## config.mk

```make
export PLATFORM = sky130hd
export DESIGN_NAME = draw_crosshair_param_flat
export DESIGN_NICKNAME = d
export VERILOG_FILES = /design/src/rtl/draw_crosshair_param_if.sv /design/src/rtl/draw_crosshair_param.sv /design/src/flat_wrapper.sv
export SDC_FILE = /design/constraint.sdc
export NUM_CORES = 1
export LEC_CHECK = 0
export CAP_MARGIN = 20
export CORE_MARGIN = 2
export CORE_UTILIZATION = 55
export CTS_CLUSTER_DIAMETER = 40
export DETAILED_ROUTE_END_ITERATION = 6
export GPL_TIMING_DRIVEN = 0
export PLACE_DENSITY = 0.84
export SYNTH_ARGS = -nofsm -noshare
export SYNTH_HDL_FRONTEND = slang
export SYNTH_SLANG_ARGS = --single-unit
```

## constraint.sdc

```tcl
create_clock -name clock -period 6.9 [get_ports clock]
set_clock_uncertainty 0.05 [all_clocks]
set_input_delay 1.725 -clock clock [delete_from_list [all_inputs] [get_ports clock]]
set_output_delay 1.725 -clock clock [all_outputs]
set_load 0.01 [all_outputs]
```

## src/rtl/draw_crosshair_param_if.sv

```systemverilog
// Start/done handshake plus VGA adapter write port for the crosshair renderer.
// The slave modport belongs to the renderer. The master modport belongs to the frame controller side.
interface draw_crosshair_param_if #(
    parameter int X_W      = 8,
    parameter int Y_W      = 7,
    parameter int COLOUR_W = 18,
    parameter int ARM_W    = 4
);
    logic                start;
    logic [X_W-1:0]      center_x;
    logic [Y_W-1:0]      center_y;
    logic [ARM_W-1:0]    arm_len;
    logic [ARM_W-1:0]    gap;
    logic [COLOUR_W-1:0] colour;
    logic                busy;
    logic                done;
    logic [X_W-1:0]      vga_x;
    logic [Y_W-1:0]      vga_y;
    logic [COLOUR_W-1:0] vga_colour;
    logic                vga_write;

    modport master (
        output start, center_x, center_y, arm_len, gap, colour,
        input  busy, done, vga_x, vga_y, vga_colour, vga_write
    );

    modport slave (
        input  start, center_x, center_y, arm_len, gap, colour,
        output busy, done, vga_x, vga_y, vga_colour, vga_write
    );
endinterface

```

## src/rtl/draw_crosshair_param.sv

```systemverilog
// Plus-shaped reticle renderer that emits one pixel per cycle, with the centre pixel first and then the up, right, down and left arms.
// Off-screen pixels still consume their cycle but are not written, so draw latency does not depend on position.
module draw_crosshair_param #(
    parameter int X_W      = 8,
    parameter int Y_W      = 7,
    parameter int COLOUR_W = 18,
    parameter int ARM_W    = 4,
    parameter int SCREEN_W = 160,
    parameter int SCREEN_H = 120
) (
    input  logic                  clock,
    input  logic                  reset,
    draw_crosshair_param_if.slave bus
);
    typedef enum logic [1:0] {IDLE, CENTER, ARM, DONE} state_t;

    localparam logic [X_W:0]   SW  = (X_W+1)'(SCREEN_W);
    localparam logic [Y_W:0]   SH  = (Y_W+1)'(SCREEN_H);
    localparam logic [ARM_W-1:0] ONE = ARM_W'(1);

    state_t              state;
    logic [X_W-1:0]      cx_q;
    logic [Y_W-1:0]      cy_q;
    logic [ARM_W-1:0]    arm_q;
    logic [ARM_W-1:0]    gap_q;
    logic [ARM_W-1:0]    k_q;
    logic [1:0]          dir_q;

    logic                busy_q;
    logic                done_q;
    logic [X_W-1:0]      vga_x_q;
    logic [Y_W-1:0]      vga_y_q;
    logic [COLOUR_W-1:0] vga_colour_q;
    logic                vga_write_q;

    logic [1:0]          nxt_dir;
    logic [ARM_W-1:0]    nxt_k;
    logic                arm_last;
    logic [X_W:0]        bx, kx, px;
    logic [Y_W:0]        by, ky, py;
    logic                pix_ok;

    assign arm_last = (dir_q == 2'd3) && (k_q == arm_q);

    // Position of the pixel that the next edge puts on the outputs.
    always_comb begin
        nxt_dir = dir_q;
        nxt_k   = k_q + ONE;
        if (state == CENTER) begin
            nxt_dir = 2'd0;
            nxt_k   = gap_q + ONE;
        end else if (k_q == arm_q) begin
            nxt_dir = dir_q + 2'd1;
            nxt_k   = gap_q + ONE;
        end
    end

    // The centre pixel comes straight from the inputs because they are latched on the same edge.
    always_comb begin
        bx = {1'b0, (state == IDLE) ? bus.center_x : cx_q};
        by = {1'b0, (state == IDLE) ? bus.center_y : cy_q};
        kx = {{(X_W+1-ARM_W){1'b0}}, nxt_k};
        ky = {{(Y_W+1-ARM_W){1'b0}}, nxt_k};
        px = bx;
        py = by;
        if (state != IDLE) begin
            case (nxt_dir)
                2'd0:    py = by - ky;
                2'd1:    px = bx + kx;
                2'd2:    py = by + ky;
                default: px = bx - kx;
            endcase
        end
        pix_ok = !px[X_W] && (px < SW) && !py[Y_W] && (py < SH);
    end

    always_ff @(posedge clock) begin
        if (reset) begin
            state        <= IDLE;
            cx_q         <= '0;
            cy_q         <= '0;
            arm_q        <= '0;
            gap_q        <= '0;
            k_q          <= '0;
            dir_q        <= '0;
            busy_q       <= 1'b0;
            done_q       <= 1'b0;
            vga_x_q      <= '0;
            vga_y_q      <= '0;
            vga_colour_q <= '0;
            vga_write_q  <= 1'b0;
        end else begin
            done_q      <= 1'b0;
            vga_write_q <= 1'b0;
            case (state)
                IDLE: begin
                    if (bus.start) begin
                        state        <= CENTER;
                        cx_q         <= bus.center_x;
                        cy_q         <= bus.center_y;
                        arm_q        <= bus.arm_len;
                        gap_q        <= bus.gap;
                        busy_q       <= 1'b1;
                        vga_colour_q <= bus.colour;
                        if (pix_ok) begin
                            vga_write_q <= 1'b1;
                            vga_x_q     <= px[X_W-1:0];
                            vga_y_q     <= py[Y_W-1:0];
                        end
                    end
                end
                CENTER, ARM: begin
                    if ((state == CENTER && arm_q <= gap_q) || (state == ARM && arm_last)) begin
                        state  <= DONE;
                        busy_q <= 1'b0;
                        done_q <= 1'b1;
                    end else begin
                        state <= ARM;
                        dir_q <= nxt_dir;
                        k_q   <= nxt_k;
                        if (pix_ok) begin
                            vga_write_q <= 1'b1;
                            vga_x_q     <= px[X_W-1:0];
                            vga_y_q     <= py[Y_W-1:0];
                        end
                    end
                end
                default: state <= IDLE;
            endcase
        end
    end

    assign bus.busy       = busy_q;
    assign bus.done       = done_q;
    assign bus.vga_x      = vga_x_q;
    assign bus.vga_y      = vga_y_q;
    assign bus.vga_colour = vga_colour_q;
    assign bus.vga_write  = vga_write_q;
endmodule

```

## src/flat_wrapper.sv

```systemverilog
// flat-port wrapper written by rule: the top's interface ports become plain ports
module draw_crosshair_param_flat 
#(
    parameter int X_W      = 8,
    parameter int Y_W      = 7,
    parameter int COLOUR_W = 18,
    parameter int ARM_W    = 4,
    parameter int SCREEN_W = 160,
    parameter int SCREEN_H = 120
)
  (clock, reset, bus_start, bus_center_x, bus_center_y, bus_arm_len, bus_gap, bus_colour, bus_busy, bus_done, bus_vga_x, bus_vga_y, bus_vga_colour, bus_vga_write);
  draw_crosshair_param_if #(.X_W(X_W), .Y_W(Y_W), .COLOUR_W(COLOUR_W), .ARM_W(ARM_W)) bus_i ();
  input  logic clock;
  input  logic reset;
  input wire logic [$bits(bus_i.start)-1:0] bus_start;
  input wire logic [$bits(bus_i.center_x)-1:0] bus_center_x;
  input wire logic [$bits(bus_i.center_y)-1:0] bus_center_y;
  input wire logic [$bits(bus_i.arm_len)-1:0] bus_arm_len;
  input wire logic [$bits(bus_i.gap)-1:0] bus_gap;
  input wire logic [$bits(bus_i.colour)-1:0] bus_colour;
  output wire logic [$bits(bus_i.busy)-1:0] bus_busy;
  output wire logic [$bits(bus_i.done)-1:0] bus_done;
  output wire logic [$bits(bus_i.vga_x)-1:0] bus_vga_x;
  output wire logic [$bits(bus_i.vga_y)-1:0] bus_vga_y;
  output wire logic [$bits(bus_i.vga_colour)-1:0] bus_vga_colour;
  output wire logic [$bits(bus_i.vga_write)-1:0] bus_vga_write;
  assign bus_i.start = bus_start;
  assign bus_i.center_x = bus_center_x;
  assign bus_i.center_y = bus_center_y;
  assign bus_i.arm_len = bus_arm_len;
  assign bus_i.gap = bus_gap;
  assign bus_i.colour = bus_colour;
  assign bus_busy = bus_i.busy;
  assign bus_done = bus_i.done;
  assign bus_vga_x = bus_i.vga_x;
  assign bus_vga_y = bus_i.vga_y;
  assign bus_vga_colour = bus_i.vga_colour;
  assign bus_vga_write = bus_i.vga_write;
  draw_crosshair_param #(.X_W(X_W), .Y_W(Y_W), .COLOUR_W(COLOUR_W), .ARM_W(ARM_W), .SCREEN_W(SCREEN_W), .SCREEN_H(SCREEN_H)) u_core (.clock(clock), .reset(reset), .bus(bus_i));
endmodule
```

==> results.txt <==
----------------------------------------------------
[Flow run]
  Number of max-cap violations ... 0

[Global routing]
  Global-route congestion overflow total ... 0
  Largest net degree at the start of global routing ... 14
  Via count of the first global-routing pass ... 3,874
  Global Route Usage Sum ... 0.272
  Number of antenna violations at the first check in global routing ... 0
  Global-route wire length before repair ... about 18,000 um

[Worst setup path]
  Data arrival time of the worst path ... 5.34 ns
  Worst setup SP type ... register
  Buffer and inverter count on the worst path ... 5
  Standard cell with the maximum stage delay on the critical path ... sky130_fd_sc_hd__a2111o_1
  Depth of the most critical reg-to-reg path ... 17
  CP endpoint kind ... register
  Category of the most critical setup path ... reg -> reg
  Data required time of the critical path ... 7.07 ns
  Sequence of cells on the critical path ... inv_1, ha_1, clkbuf_1, clkbuf_1, buf_1, mux2_2, ha_1, fa_1, a21o_1, a21oi_1, xnor2_1, nand4_1, a31oi_1, a2111o_1, clkbuf_1, o21ai_1, o41ai_2
  Max stage delay on crit path ... 0.55 ns
  Total stage count of the critical path ... 17
  Largest driver fanout on the critical path ... 10
  Cell type with the highest occurrence count on the critical path ... sky130_fd_sc_hd__clkbuf_1
  CP delay by family, top ... buffers and inverters

[Synth]
  Post-Syn Nets ... 577
  Top flip-flop cell by instance count after synthesis ... sky130_fd_sc_hd__dfxtp_1
  Synth Register Bits ... 67
  Top cell type's share of synthesized area ... 0.324
  Count of different cell masters after synthesis ... 46
  Largest area contributor in the netlist ... sky130_fd_sc_hd__dfxtp_1
  Ys async rst share ... 0
  Warnings from Yosys ... 0
  Main area contributors after synthesis ... sky130_fd_sc_hd__dfxtp_1 32%, sky130_fd_sc_hd__nand2_1 8.5%, sky130_fd_sc_hd__a21oi_1 8.5%, sky130_fd_sc_hd__ha_1 8.5%, sky130_fd_sc_hd__mux2_2 4.6%
  Average cell area after synthesis ... 8.22 um^2
  Post-synth EDFFs ... 0
  Synth Cell Area ... around 4100 um^2
  Instance count of the mapped netlist ... 503
  Register area share after synthesis ... 0.324

[Placement]
  Input/output buffers ... 78
  Post-DP HPWL ... around 8000 um
  Last weighted congestion value of the routability-driven placer ... between 0.8 and 0.9

[Detailed routing]
  Initial DRC Count ... 217
  First-pass detailed-route iteration total ... 5
  Post-detailed-route via-to-cell ratio ... 5.60
  Routed wire length ... around 11,000 um
  Met1 routed wirelength after detailed routing ... 4790 um
  DRC ... 0
  Met2 Wirelength ... roughly 5300 um
  Number of nets with antenna violations after routing ... 0
  Highest Signal Layer ... met4
  Met3 wire length ... 461 um
  Vias after detailed routing ... 3,895
  WL/cell ... between 15 and 20 um

[Clocking]
  CTS tree ... done
  Cell at the root of the clock tree ... sky130_fd_sc_hd__clkbuf_8
  Count of buffers added by post-CTS timing repair for setup ... 0
  CTS H-tree depth ... 3
  CTS-repair resized insts ... 0
  Inserted Clock Buffers ... 9
  Total number of clock tree sinks ... 67
  Largest buffer count on any clock path ... 2
  Clock network latency to the later pin of the worst-skew pair ... 0.37 ns
  Number of buffers inserted for hold repair after clock tree synthesis ... 0
  CTS clk-pin slew, worst paths ... 0.08 ns

[STA]
  Sum of negative setup slack ... 0 ns
  Measured slew at the worst slew-check pin ... ~0.74 ns
  Fin crit period ... 5.17 ns
  Max-slew headroom at the worst pin ... 0.504
  Post-route fraction of the period consumed by the critical path ... 0.750
  Setup violation total in the final timing report ... 0
  Final slew viol count ... 0
  Final count of hold timing violations ... 0
  Maximum clock rate ... a little under 0.2 GHz
  Setup repair after global routing missed its margin ... false

[Floorplan]
  Total die area ... between 8000 and 9000 um^2
  Width of the die ... around 91 um
  Initial core utilization ... 0.570
  Total core area ... 7250 um^2
  Num ports ... 80
  Die Height ... 90.7 um
  FP Rows ... 31

[Final layout]
  Number of nets in the layout ... 666
  Util after Layout ... 0.723
  Share of cells above drive strength 1 ... 0.0804
  Diode insertion count for antenna repair ... 0
  Layout Area Growth over Synthesis ... 26.7%

[Outcome]
  Result of the run ... complete, no violations

[Pwr]
  Worst supply voltage drop on vdd ... 0.325 mV
  Leak ... 2.08 nW
  Total power divided by cell area ... 394 nW/um^2

[Min path]
  Type of the worst min-delay path ... reg -> reg
  Hold Crit Depth ... 2

----------------------------------------------------
## cell usage after synthesis (all sizes together), types with 3 or more instances
library cell	number
a211o	3
a211oi	7
a21o	5
a21oi	70
a31oi	3
a41oi	4
clkbuf	26
dfxtp	67
ha	28
inv	17
mux2	19
mux2i	17
nand2	94
nand2b	8
nand3	4
nor2	36
nor2b	14
nor3	3
o21ai	19
o41ai	10
xnor2	18
xor2	7
## registers in the layout, indices dropped and copies added (netlist names), 2 cells and up
signal,count
u_core.bus.vga_y,7
u_core.state,2
u_core.bus.vga_x,8
u_core.bus.vga_colour,18
u_core.gap_q,4
u_core.cx_q,8
u_core.dir_q,2
u_core.cy_q,7
u_core.k_q,4
u_core.arm_q,4
## layout by cell type (no fill, tap or decap), types with 17 or more instances in the layout
| master | instances |
|---|---|
| sky130_fd_sc_hd__nand2_1 | 94 |
| sky130_fd_sc_hd__mux2_2 | 17 |
| sky130_fd_sc_hd__nor2_1 | 35 |
| sky130_fd_sc_hd__mux2i_1 | 17 |
| sky130_fd_sc_hd__clkbuf_1 | 26 |
| sky130_fd_sc_hd__ha_1 | 28 |
| sky130_fd_sc_hd__inv_1 | 17 |
| sky130_fd_sc_hd__a21oi_1 | 70 |
| sky130_fd_sc_hd__dfxtp_1 | 67 |
| sky130_fd_sc_hd__xnor2_1 | 18 |
| sky130_fd_sc_hd__clkdlybuf4s50_1 | 78 |
## area by class of cell
class,count,area (um^2)
inverter,17,63.8
fill,587,2010
tap,99,124
clock buffer,9,124
timing repair buffer,78,781
buffer,28,113
clock inverter,7,77.6
multi-input combinational,391,2620
sequential,67,1340
## per-layer routing
metal / vias up / track usage
li1: 1928 / -
met1: 1841 / 0.340
met2: 98 / 0.466
met3: 28 / 0.0434
met4: 0 / 0.112
met5: - / 0
## power breakdown
part	total, mW	internal [mW]	switching [mW]	leakage, nW
Combinational	1.23	0.539	0.687	1.43
Sequential	0.501	0.457	0.0442	0.549
Clock	0.340	0.169	0.171	0.0998
Total	2.07	1.17	0.903	2.08
## final timing paths
path | start | end | slack (ns)
worst min-delay path | u_core.cy_q[6]$_SDFFE_PP0P_ | u_core.cy_q[6]$_SDFFE_PP0P_ | 0.41
worst min register to register | u_core.cy_q[6]$_SDFFE_PP0P_ | u_core.cy_q[6]$_SDFFE_PP0P_ | 0.41
worst max register to register | u_core.state[0]$_SDFFE_PP0P_ | u_core.bus.vga_x[7]$_SDFFE_PP0P_ | 1.73
worst max-delay path | u_core.state[0]$_SDFFE_PP0P_ | u_core.bus.vga_x[7]$_SDFFE_PP0P_ | 1.73
## cells by family (layout without fill, tap and decap cells)
family | after synthesis | count (layout) | synth area share
xor gates and xnor gates | 25 | 25 | 0.0529
buffers and inverters | 45 | 139 | 0.0426
and+or+nand+nor | 169 | 169 | 0.178
adders and majority gates | 30 | 30 | 0.0944
muxes | 36 | 36 | 0.0929
AOI/OAI and AO/OA | 131 | 131 | 0.215
DFF | 67 | 67 | 0.324
## tightest hold or removal path, stage by stage, from the launching register on
cell	delay (ns)
sky130_fd_sc_hd__dfxtp_1	0.31
sky130_fd_sc_hd__nand2_1	0.05
sky130_fd_sc_hd__a21oi_1	0.05
## per-stage QoR
stage / hold slack [ns] / cell area (um^2) / std cells / power (mW) / setup slack (ns)
floorplan: 0.384 / 4140 / 503 / 1.39 / 2.50
finish: 0.407 / 5240 / 696 / 2.07 / 1.73
global placement: 0.390 / 5040 / 680 / 1.67 / 1.79
CTS: 0.410 / 5240 / 696 / 2.06 / 1.76
detailed placement: 0.398 / 5040 / 680 / 1.71 / 1.72
global route: 0.428 / 5240 / 696 / 2.22 / 1.39
No activity file was read; power rests on OpenSTA's default activity.
